## config.mk

```make
export PLATFORM = sky130hd
export DESIGN_NAME = axis_pkt_fifo
export DESIGN_NICKNAME = d
export VERILOG_FILES = /design/src/rtl/axis_fifo_pkg.sv /design/src/rtl/axis_fifo_mem.sv /design/src/rtl/axis_pkt_fifo.sv
export SDC_FILE = /design/constraint.sdc
export NUM_CORES = 1
export LEC_CHECK = 0
export CAP_MARGIN = 25
export CORE_UTILIZATION = 43
export DETAILED_ROUTE_END_ITERATION = 16
export PLACE_DENSITY_LB_ADDON = 0.25
export SLEW_MARGIN = 40
export SYNTH_ARGS = -nofsm -noshare
export SYNTH_HDL_FRONTEND = slang
export SYNTH_HIERARCHICAL = 1
export SYNTH_SLANG_ARGS = --single-unit
```

## constraint.sdc

```tcl
create_clock -name clk -period 4.3 [get_ports clk]
set_input_delay 0.86 -clock clk [delete_from_list [all_inputs] [get_ports clk]]
set_output_delay 0.86 -clock clk [all_outputs]
set_load 0.02 [all_outputs]
```

## src/rtl/axis_fifo_pkg.sv

```systemverilog
// Purpose: shared constants, FSM state type and pointer-width helper for the AXI-Stream packet FIFO.
// Latency: n/a (declarations only).
// Backpressure: n/a (declarations only).
package axis_fifo_pkg;

  localparam int PKT_MODE_WORD  = 0;
  localparam int PKT_MODE_STORE = 1;

  // Packet-mode output gating. STORE releases only complete packets.
  // CUT forwards a packet that cannot fit in the FIFO until its tlast beat leaves.
  typedef enum logic [0:0] {
    PS_STORE = 1'b0,
    PS_CUT   = 1'b1
  } pkt_state_e;

  // The pointers carry one extra wrap bit so that full and empty can be told apart.
  function automatic int ptr_width(input int depth);
    return $clog2(depth) + 1;
  endfunction

endpackage

```

## src/rtl/axis_fifo_mem.sv

```systemverilog
// Purpose: simple dual-port storage array, DEPTH x WIDTH, with no reset.
// Latency: write is committed on the clk edge; read is combinational from rd_addr.
// Backpressure: none; the caller gates wr_en.
// Ports: clk; wr_en/wr_addr/wr_dat for the write port; rd_addr/rd_dat for the read port.
module axis_fifo_mem #(
  parameter  int WIDTH = 33,
  parameter  int DEPTH = 16,
  localparam int AW    = $clog2(DEPTH)
) (
  input  logic             clk,
  input  logic             wr_en,
  input  logic [AW-1:0]    wr_addr,
  input  logic [WIDTH-1:0] wr_dat,
  input  logic [AW-1:0]    rd_addr,
  output logic [WIDTH-1:0] rd_dat
);

  logic [WIDTH-1:0] mem [DEPTH];

  always_ff @(posedge clk) begin
    if (wr_en) begin
      mem[wr_addr] <= wr_dat;
    end
  end

  assign rd_dat = mem[rd_addr];

endmodule

```

## src/rtl/axis_pkt_fifo.sv

```systemverilog
// Purpose: AXI-Stream FIFO with first-word-fall-through output and an optional store-and-forward packet mode.
// Latency: a written word is visible one cycle after its write (word mode); in packet mode, one cycle after the tlast write.
// Backpressure: s_axis_tready drops when full; output is held stable until m_axis_tready accepts it.
// Ports: clk, rst_n (async active-low); s_axis_* slave stream in; m_axis_* master stream out;
//        occupancy, pkt_count (stored entries / complete packets); almost_full, almost_empty threshold flags.
module axis_pkt_fifo
  import axis_fifo_pkg::*;
#(
  parameter  int DATA_WIDTH = 32,
  parameter  int DEPTH      = 16,
  parameter  int PKT_MODE   = PKT_MODE_WORD,
  parameter  int AF_LEVEL   = DEPTH - 2,
  parameter  int AE_LEVEL   = 2,
  localparam int PW         = ptr_width(DEPTH)
) (
  input  logic                  clk,
  input  logic                  rst_n,
  input  logic                  s_axis_tvalid,
  output logic                  s_axis_tready,
  input  logic                  s_axis_tlast,
  input  logic [DATA_WIDTH-1:0] s_axis_tdata,
  output logic                  m_axis_tvalid,
  input  logic                  m_axis_tready,
  output logic                  m_axis_tlast,
  output logic [DATA_WIDTH-1:0] m_axis_tdata,
  output logic [PW-1:0]         occupancy,
  output logic                  almost_full,
  output logic                  almost_empty,
  output logic [PW-1:0]         pkt_count
);

  localparam int            AW   = PW - 1;
  localparam logic [PW-1:0] AF_C = PW'(AF_LEVEL);
  localparam logic [PW-1:0] AE_C = PW'(AE_LEVEL);

  logic [PW-1:0]     wr_ptr;
  logic [PW-1:0]     rd_ptr;
  logic              ready_en;
  logic              full;
  logic              empty;
  logic              wr_en;
  logic              rd_en;
  logic              wr_last;
  logic              rd_last;
  logic [DATA_WIDTH:0] head;
  pkt_state_e        state;
  pkt_state_e        state_nxt;

  // Entries are stored as {tlast, tdata}.
  axis_fifo_mem #(
    .WIDTH (DATA_WIDTH + 1),
    .DEPTH (DEPTH)
  ) u_mem (
    .clk     (clk),
    .wr_en   (wr_en),
    .wr_addr (wr_ptr[AW-1:0]),
    .wr_dat  ({s_axis_tlast, s_axis_tdata}),
    .rd_addr (rd_ptr[AW-1:0]),
    .rd_dat  (head)
  );

  assign m_axis_tlast = head[DATA_WIDTH];
  assign m_axis_tdata = head[DATA_WIDTH-1:0];

  // Same index with a different wrap bit means the writer is a full lap ahead.
  assign empty = (wr_ptr == rd_ptr);
  assign full  = (wr_ptr[AW] != rd_ptr[AW]) && (wr_ptr[AW-1:0] == rd_ptr[AW-1:0]);

  assign occupancy    = wr_ptr - rd_ptr;
  assign almost_full  = (occupancy >= AF_C);
  assign almost_empty = (occupancy <= AE_C);

  // ready_en holds tready low during reset and releases it on the first edge afterwards.
  assign s_axis_tready = ready_en & ~full;

  assign wr_en   = s_axis_tvalid & s_axis_tready;
  assign rd_en   = m_axis_tvalid & m_axis_tready;
  assign wr_last = wr_en & s_axis_tlast;
  assign rd_last = rd_en & m_axis_tlast;

  always_ff @(posedge clk or negedge rst_n) begin
    if (!rst_n) begin
      wr_ptr    <= '0;
      rd_ptr    <= '0;
      ready_en  <= 1'b0;
      pkt_count <= '0;
      state     <= PS_STORE;
    end else begin
      ready_en <= 1'b1;
      state    <= state_nxt;
      if (wr_en) begin
        wr_ptr <= wr_ptr + 1'b1;
      end
      if (rd_en) begin
        rd_ptr <= rd_ptr + 1'b1;
      end
      unique case ({wr_last, rd_last})
        2'b10:   pkt_count <= pkt_count + 1'b1;
        2'b01:   pkt_count <= pkt_count - 1'b1;
        default: pkt_count <= pkt_count;
      endcase
    end
  end

  // A full FIFO holding no tlast can never complete a packet. Forward that packet
  // rather than deadlock, and keep forwarding until its tlast beat has gone out;
  // otherwise only the first beat would leave and the rest would stall behind
  // the packet-complete gate. The CUT exit is written from tready/empty rather
  // than rd_en so that this block does not read its own m_axis_tvalid output.
  always_comb begin
    state_nxt     = state;
    m_axis_tvalid = 1'b0;
    if (PKT_MODE == PKT_MODE_WORD) begin
      m_axis_tvalid = ~empty;
    end else begin
      unique case (state)
        PS_STORE: begin
          m_axis_tvalid = (pkt_count != '0) || full;
          if (full && (pkt_count == '0)) begin
            state_nxt = PS_CUT;
          end
        end
        PS_CUT: begin
          m_axis_tvalid = ~empty;
          if (m_axis_tready && !empty && m_axis_tlast) begin
            state_nxt = PS_STORE;
          end
        end
        default: state_nxt = PS_STORE;
      endcase
    end
  end

endmodule

```

# Word-level counts from Yosys, hierarchy flattened
# Memories as Yosys holds them, arrays and structs flattened.
# Cells that the tools add are included.
# op_classes
eq_ne	5
n_div	0
order_cmp	2
n_reduce_logical	2
bitwise_logic	7
add_sub_neg	5
shifts	0
n_mul	0
n_mux	3
# op_table
cell	n
5-bit by 1-bit adder with 5-bit output, second input constant	3
5-bit case mux with 2 select lines	1
1-bit bitwise AND	5
5-bit equality test	1
5-bit by 4-bit greater-or-equal comparator with 1-bit output, second input constant	1
5-bit by 2-bit less-or-equal comparator with 1-bit output, second input constant	1
5-bit by 1-bit subtractor with 5-bit output, second input constant	1
5-bit subtractor	1
4-bit equality test	1
2-bit by 1-bit equality test with 1-bit output, second input constant	1
2-bit equality test, second input constant	1
1-bit 2-to-1 mux	2
1-bit inverter	2
2-bit nonzero test	1
1-bit logical AND	1
1-bit != test	1
# word_totals
ff_bits	16
mem_bits_rw	528
romBits	0
output_inout_bits	47
latchBits	0
inputBits	37
mem_count	1
elab_cells	29
# mem_list
name	words	word_bits	rd	rd_clocked_by_memory_dff	wr	line	rtl
u_mem.mem	16	33	1	0	1	axis_fifo_mem.sv:18	logic [WIDTH-1:0] mem [DEPTH];

# Logic depth before layout (Yosys ltp)
# Gate-level depths: netlist (run 1).
# depth
ltp_word	8
ltp_mapped	14
depth_no_buf	12

# Modules after synthesis
# Netlist (run 1), hierarchy kept.
# by_module_without_submodules
mod	seq_area_each_um2	instances	area_each_um2	cells_each
axis_fifo_mem	15855.2	1	19970.4	831
axis_pkt_fifo	400.4	1	1023.5	99

# Least setup slack after synthesis (run 1)
# OpenSTA, ideal clock, no wires.
# synth_timing
path_kind	flip-flop to flip-flop
startpoint	reg wr_ptr[0]
endpoint	mem u_mem.mem[0][0] (enable)
path_stages_with_launch	7
setup_time_ns	0.464
n_path_buf	0
t_arrival_ns	4.168
path_slack_ns	-0.332
path_cell_list	dfrtp_1 inv_1 ha_1 and4_4 a21oi_2 or3b_2 nor3_1
# synth_via
elab_chain_cells	7
# synth_rtl
element	line	rtl
from (decl)	axis_pkt_fifo.sv:36	logic [PW-1:0] wr_ptr;
from (signal assigned)	axis_pkt_fifo.sv:92	wr_ptr <= wr_ptr + 1'b1;
4-bit equality test	axis_pkt_fifo.sv:67	assign full = (wr_ptr[AW] != rd_ptr[AW]) && (wr_ptr[AW-1:0] == rd_ptr[AW-1:0]);
1-bit logical AND	axis_pkt_fifo.sv:67	
1-bit inverter	axis_pkt_fifo.sv:74	assign s_axis_tready = ready_en & ~full;
1-bit bitwise AND	axis_pkt_fifo.sv:74	
1-bit bitwise AND	axis_pkt_fifo.sv:76	assign wr_en = s_axis_tvalid & s_axis_tready;
net wr_en	axis_pkt_fifo.sv:41	logic wr_en;
1-bit 2-to-1 mux	axis_fifo_mem.sv:21	if (wr_en) begin
1-bit 2-to-1 mux (not written as such)	axis_fifo_mem.sv:22	mem[wr_addr] <= wr_dat;
to (decl)	axis_fifo_mem.sv:18	
# The timed path passes the listed nets, and every way through them passes these cells.

# Final worst setup path (run 1)
# layout_timing
startpoint	reg wr_ptr[0]
endpoint	out almost_empty
# layout_via
elab_chain_cells	2
# layout_rtl
element	line	rtl
5-bit subtractor	axis_pkt_fifo.sv:69	assign occupancy = wr_ptr - rd_ptr;
5-bit by 2-bit less-or-equal comparator with 1-bit output	axis_pkt_fifo.sv:71	assign almost_empty = (occupancy <= AE_C);
to (decl)	axis_pkt_fifo.sv:28	output logic almost_empty,
# Every way passes these cells.

==> results.md, run 1 <==
* Clock-pin transition on the worst setup and hold timing paths at 0.06 ns
* Setup violators final at 0
* Top Ports at 84
* Synthesized instance count at 930
* DRT iter0 DRCs at 895
* Sequential area share after synthesis at 0.774
* Power Total at 16500 µW
* Root Buffer Master: clkbuf_16
* Complex-gate fraction of the synthesized area at 0.0306
* Placed cell areas at 22900 µm²
* Row Count at 80
* Post-Synth Adder-Cell Area at 0.00787
* Hold crit path type: in -> async
* Final TNS setup at 0 ns
* Leak at 0.00781 µW
* Status: complete, no violations
* Total Nets Final at 1106
* Core Footprint at 47900 µm²
* Cells after DPL at 1616
* Initial antenna violation count at 2
* Cts bufs inserted at 54
* RD Place Congestion at 0.709
* Top cell by count, worst path: inv_1
* Worst VDD drop at 0.423 mV
* CTS Hold Bufs at 0
* Synth top cells by count: edfxtp_1 (528), mux4_2 (113), a22oi_1 (66)
* Fin area at 24600 µm²
* DR vias at 9747
* Clock sinks at 544
* Post-synthesis xor/xnor area fraction at 0.00668
* Max-slew violations at 0
* Initial Util at 0.438
* Count of non-filler cells in the finished layout at 1717
* Synth area leader: edfxtp_1
* Post-DRT Antenna Nets at 0
* Drt wl/cell at 26.3 µm
* Largest net degree at the start of global routing at 89
* Post-Syn Area at 21000 µm²
* Ys Warns at 6
* Multiplexer area fraction after synthesis at 0.146
* Synth Area in Simple Gates at 0.0176
* Chip height at 223 µm
* Die area at 49700 µm²
* First-pass GRT wire length at 66900 µm
* WP data required at 3.44 ns
* Crit Path Class: reg -> out
* Worst slew pin tran at 0.597 ns
* Synth Flop Type: edfxtp_1
* CP max stage delay at 0.66 ns
* EDFF count, synth at 528
* Most frequent cell after synthesis: edfxtp_1
* Count of cell types in the netlist at 43
* Buf/Inv on CP at 3
* CP Max Fanout at 10
* Syn Nets at 979
* Fmax at 243 MHz
* Synth-to-layout area growth at 16.9%
* Max-cap violations at 0
* CTS tree: built
* I/O Buffers at 83
* PwrDens at 672 nW/µm²
* Tot GR Track Use at 0.187
* Min Tclk post-route at 4.12 ns
* Slowest library cell on the worst path: clkdlybuf4s50_1
* Number of global-route vias before repair at 10500
* Layout cell share with drive strength beyond 1 at 0.227
* Yosys reg bits at 544
* Fin Hold WS at 0.171 ns
* Die Width at 223 µm
* Detailed placement HPWL at 23500 µm
* Max-slew headroom at 0.601
* DRC Markers at 0
* DRT Wirelength at 45200 µm
* Critical path's top delay family: buffers and inverters
* DR pass1 iterations at 6
* Synth top area share at 0.755
* Ant. Diodes at 0
* Bufs on Longest Clock Path at 3
* Post-CTS setup buffers at 0
* Vias per cell at 5.68
* RSZ-0062 raised after global routing: false
* Largest family of logic cells by synthesized area: multiplexers
* Worst setup SP type: register
* Mapped Avg Cell Area at 22.6 µm²
* CP endpoint kind: primary output
* Worst EP arrival at 3.26 ns
* Top cells by area, synth: edfxtp_1 (76%), mux4_2 (12%), mux4_1 (2.4%)
* Layout Skew at 0.0159 ns
* CP cell instances: inv_1 > ha_1 > inv_1 > fa_1 > a21o_1 > a21oi_1 > xnor2_1 > a2111oi_2 > clkdlybuf4s50_1
* CTS resizes at 0
* Ys async rst share at 0.0294
* Htree depth at 2
* Final-layout fill cell count at 3707
* Period utilization at 0.959
* Grt ovf at 0
* Clk_lat worst skew at 0.61 ns
* Hold Vio Cnt, Final at 0
## cells in the final DEF (no fill, tap or decap), types with 4 or more instances in the layout
| master | netlist | layout |
|---|---|---|
| nor2_4 | 0 | 13 |
| clkinv_1 | 0 | 21 |
| clkinv_2 | 0 | 10 |
| nand4_1 | 4 | 4 |
| clkbuf_16 | 0 | 55 |
| clkdlybuf4s50_1 | 0 | 82 |
| edfxtp_1 | 528 | 528 |
| xor2_1 | 6 | 6 |
| mux4_1 | 19 | 19 |
| a22oi_1 | 66 | 66 |
| buf_12 | 6 | 17 |
| xnor2_1 | 10 | 10 |
| inv_1 | 10 | 10 |
| buf_4 | 0 | 17 |
| o21ai_0 | 5 | 5 |
| nand2_1 | 45 | 45 |
| mux4_2 | 113 | 113 |
| clkbuf_1 | 21 | 8 |
| ha_1 | 10 | 10 |
| dfrtp_1 | 16 | 14 |
## kinds of logic (layout without fill, tap and decap cells)
family,Yosys count,after routing
flops,544,544
mux,133,133
compound gates,86,86
simple gates,82,82
buf+inv,56,228
xor+xnor,16,16
fa+ha+maj,12,12
other cells,1,1
## flip-flops by register name, summed over array words and instances, names as in the netlist
name       count
pkt_count      5
rd_ptr         5
ready_en       1
u_mem/mem    528
wr_ptr         5
## power by group
group	internal [µW]	switching, µW
combinational	2630	2990
clock	2520	1940
sequential	6180	242
## routing by layer
layer	track usage	routed length, µm	vias to the layer above
li1	-	-	4192
met1	0.247	18400	5219
met2	0.318	23300	267
met3	0.0323	2570	65
met4	0.0552	848	4
met5	0	23	-
## metrics by stage
stage / worst slack (ns) / utilization
after floorplan: -0.0339 / -
after global placement: 0.692 / 0.477
after detailed placement: 0.660 / 0.477
after CTS: 0.117 / 0.512
after global routing: 0.000727 / 0.512
final: 0.177 / 0.512
## cell type report
cell class | count | area (µm²) | share of cell area
clock buffer | 63 | 1410 | 0.0573
clock inverter | 38 | 264 | 0.0108
inverter | 10 | 37.5 | 0.00153
multi-input combinational | 330 | 4520 | 0.184
sequential | 544 | 16300 | 0.662
tap | 615 | 769 | 0.0313
timing repair buffer | 117 | 1290 | 0.0527
## final timing paths
kind                              start           end  slack (ns)  cells past startpoint
max in group asynchronous         rst_n     rd_ptr[0]        3.82                      1
hold reg to reg            pkt_count[0]  pkt_count[0]        0.54                      1
setup reg to reg              rd_ptr[0]  pkt_count[4]        0.70                     11
hold / removal                    rst_n     rd_ptr[1]        0.17                      1
min in group clk           pkt_count[0]  pkt_count[0]        0.54                      1
setup / recovery              wr_ptr[0]  almost_empty        0.18                      9
No activity file was read; power rests on OpenSTA's default activity.
==> run 2: changes to the inputs <==
--- a/config.mk
+++ b/config.mk
@@ -5,7 +5,7 @@
 export SDC_FILE = /design/constraint.sdc
 export NUM_CORES = 1
 export LEC_CHECK = 0
-export CAP_MARGIN = 25
+export CAP_MARGIN = 40
 export CORE_UTILIZATION = 43
 export DETAILED_ROUTE_END_ITERATION = 16
 export PLACE_DENSITY_LB_ADDON = 0.25
==> results of run 2 <==
Final layout, timing and power as in run 1 (identical DEF).
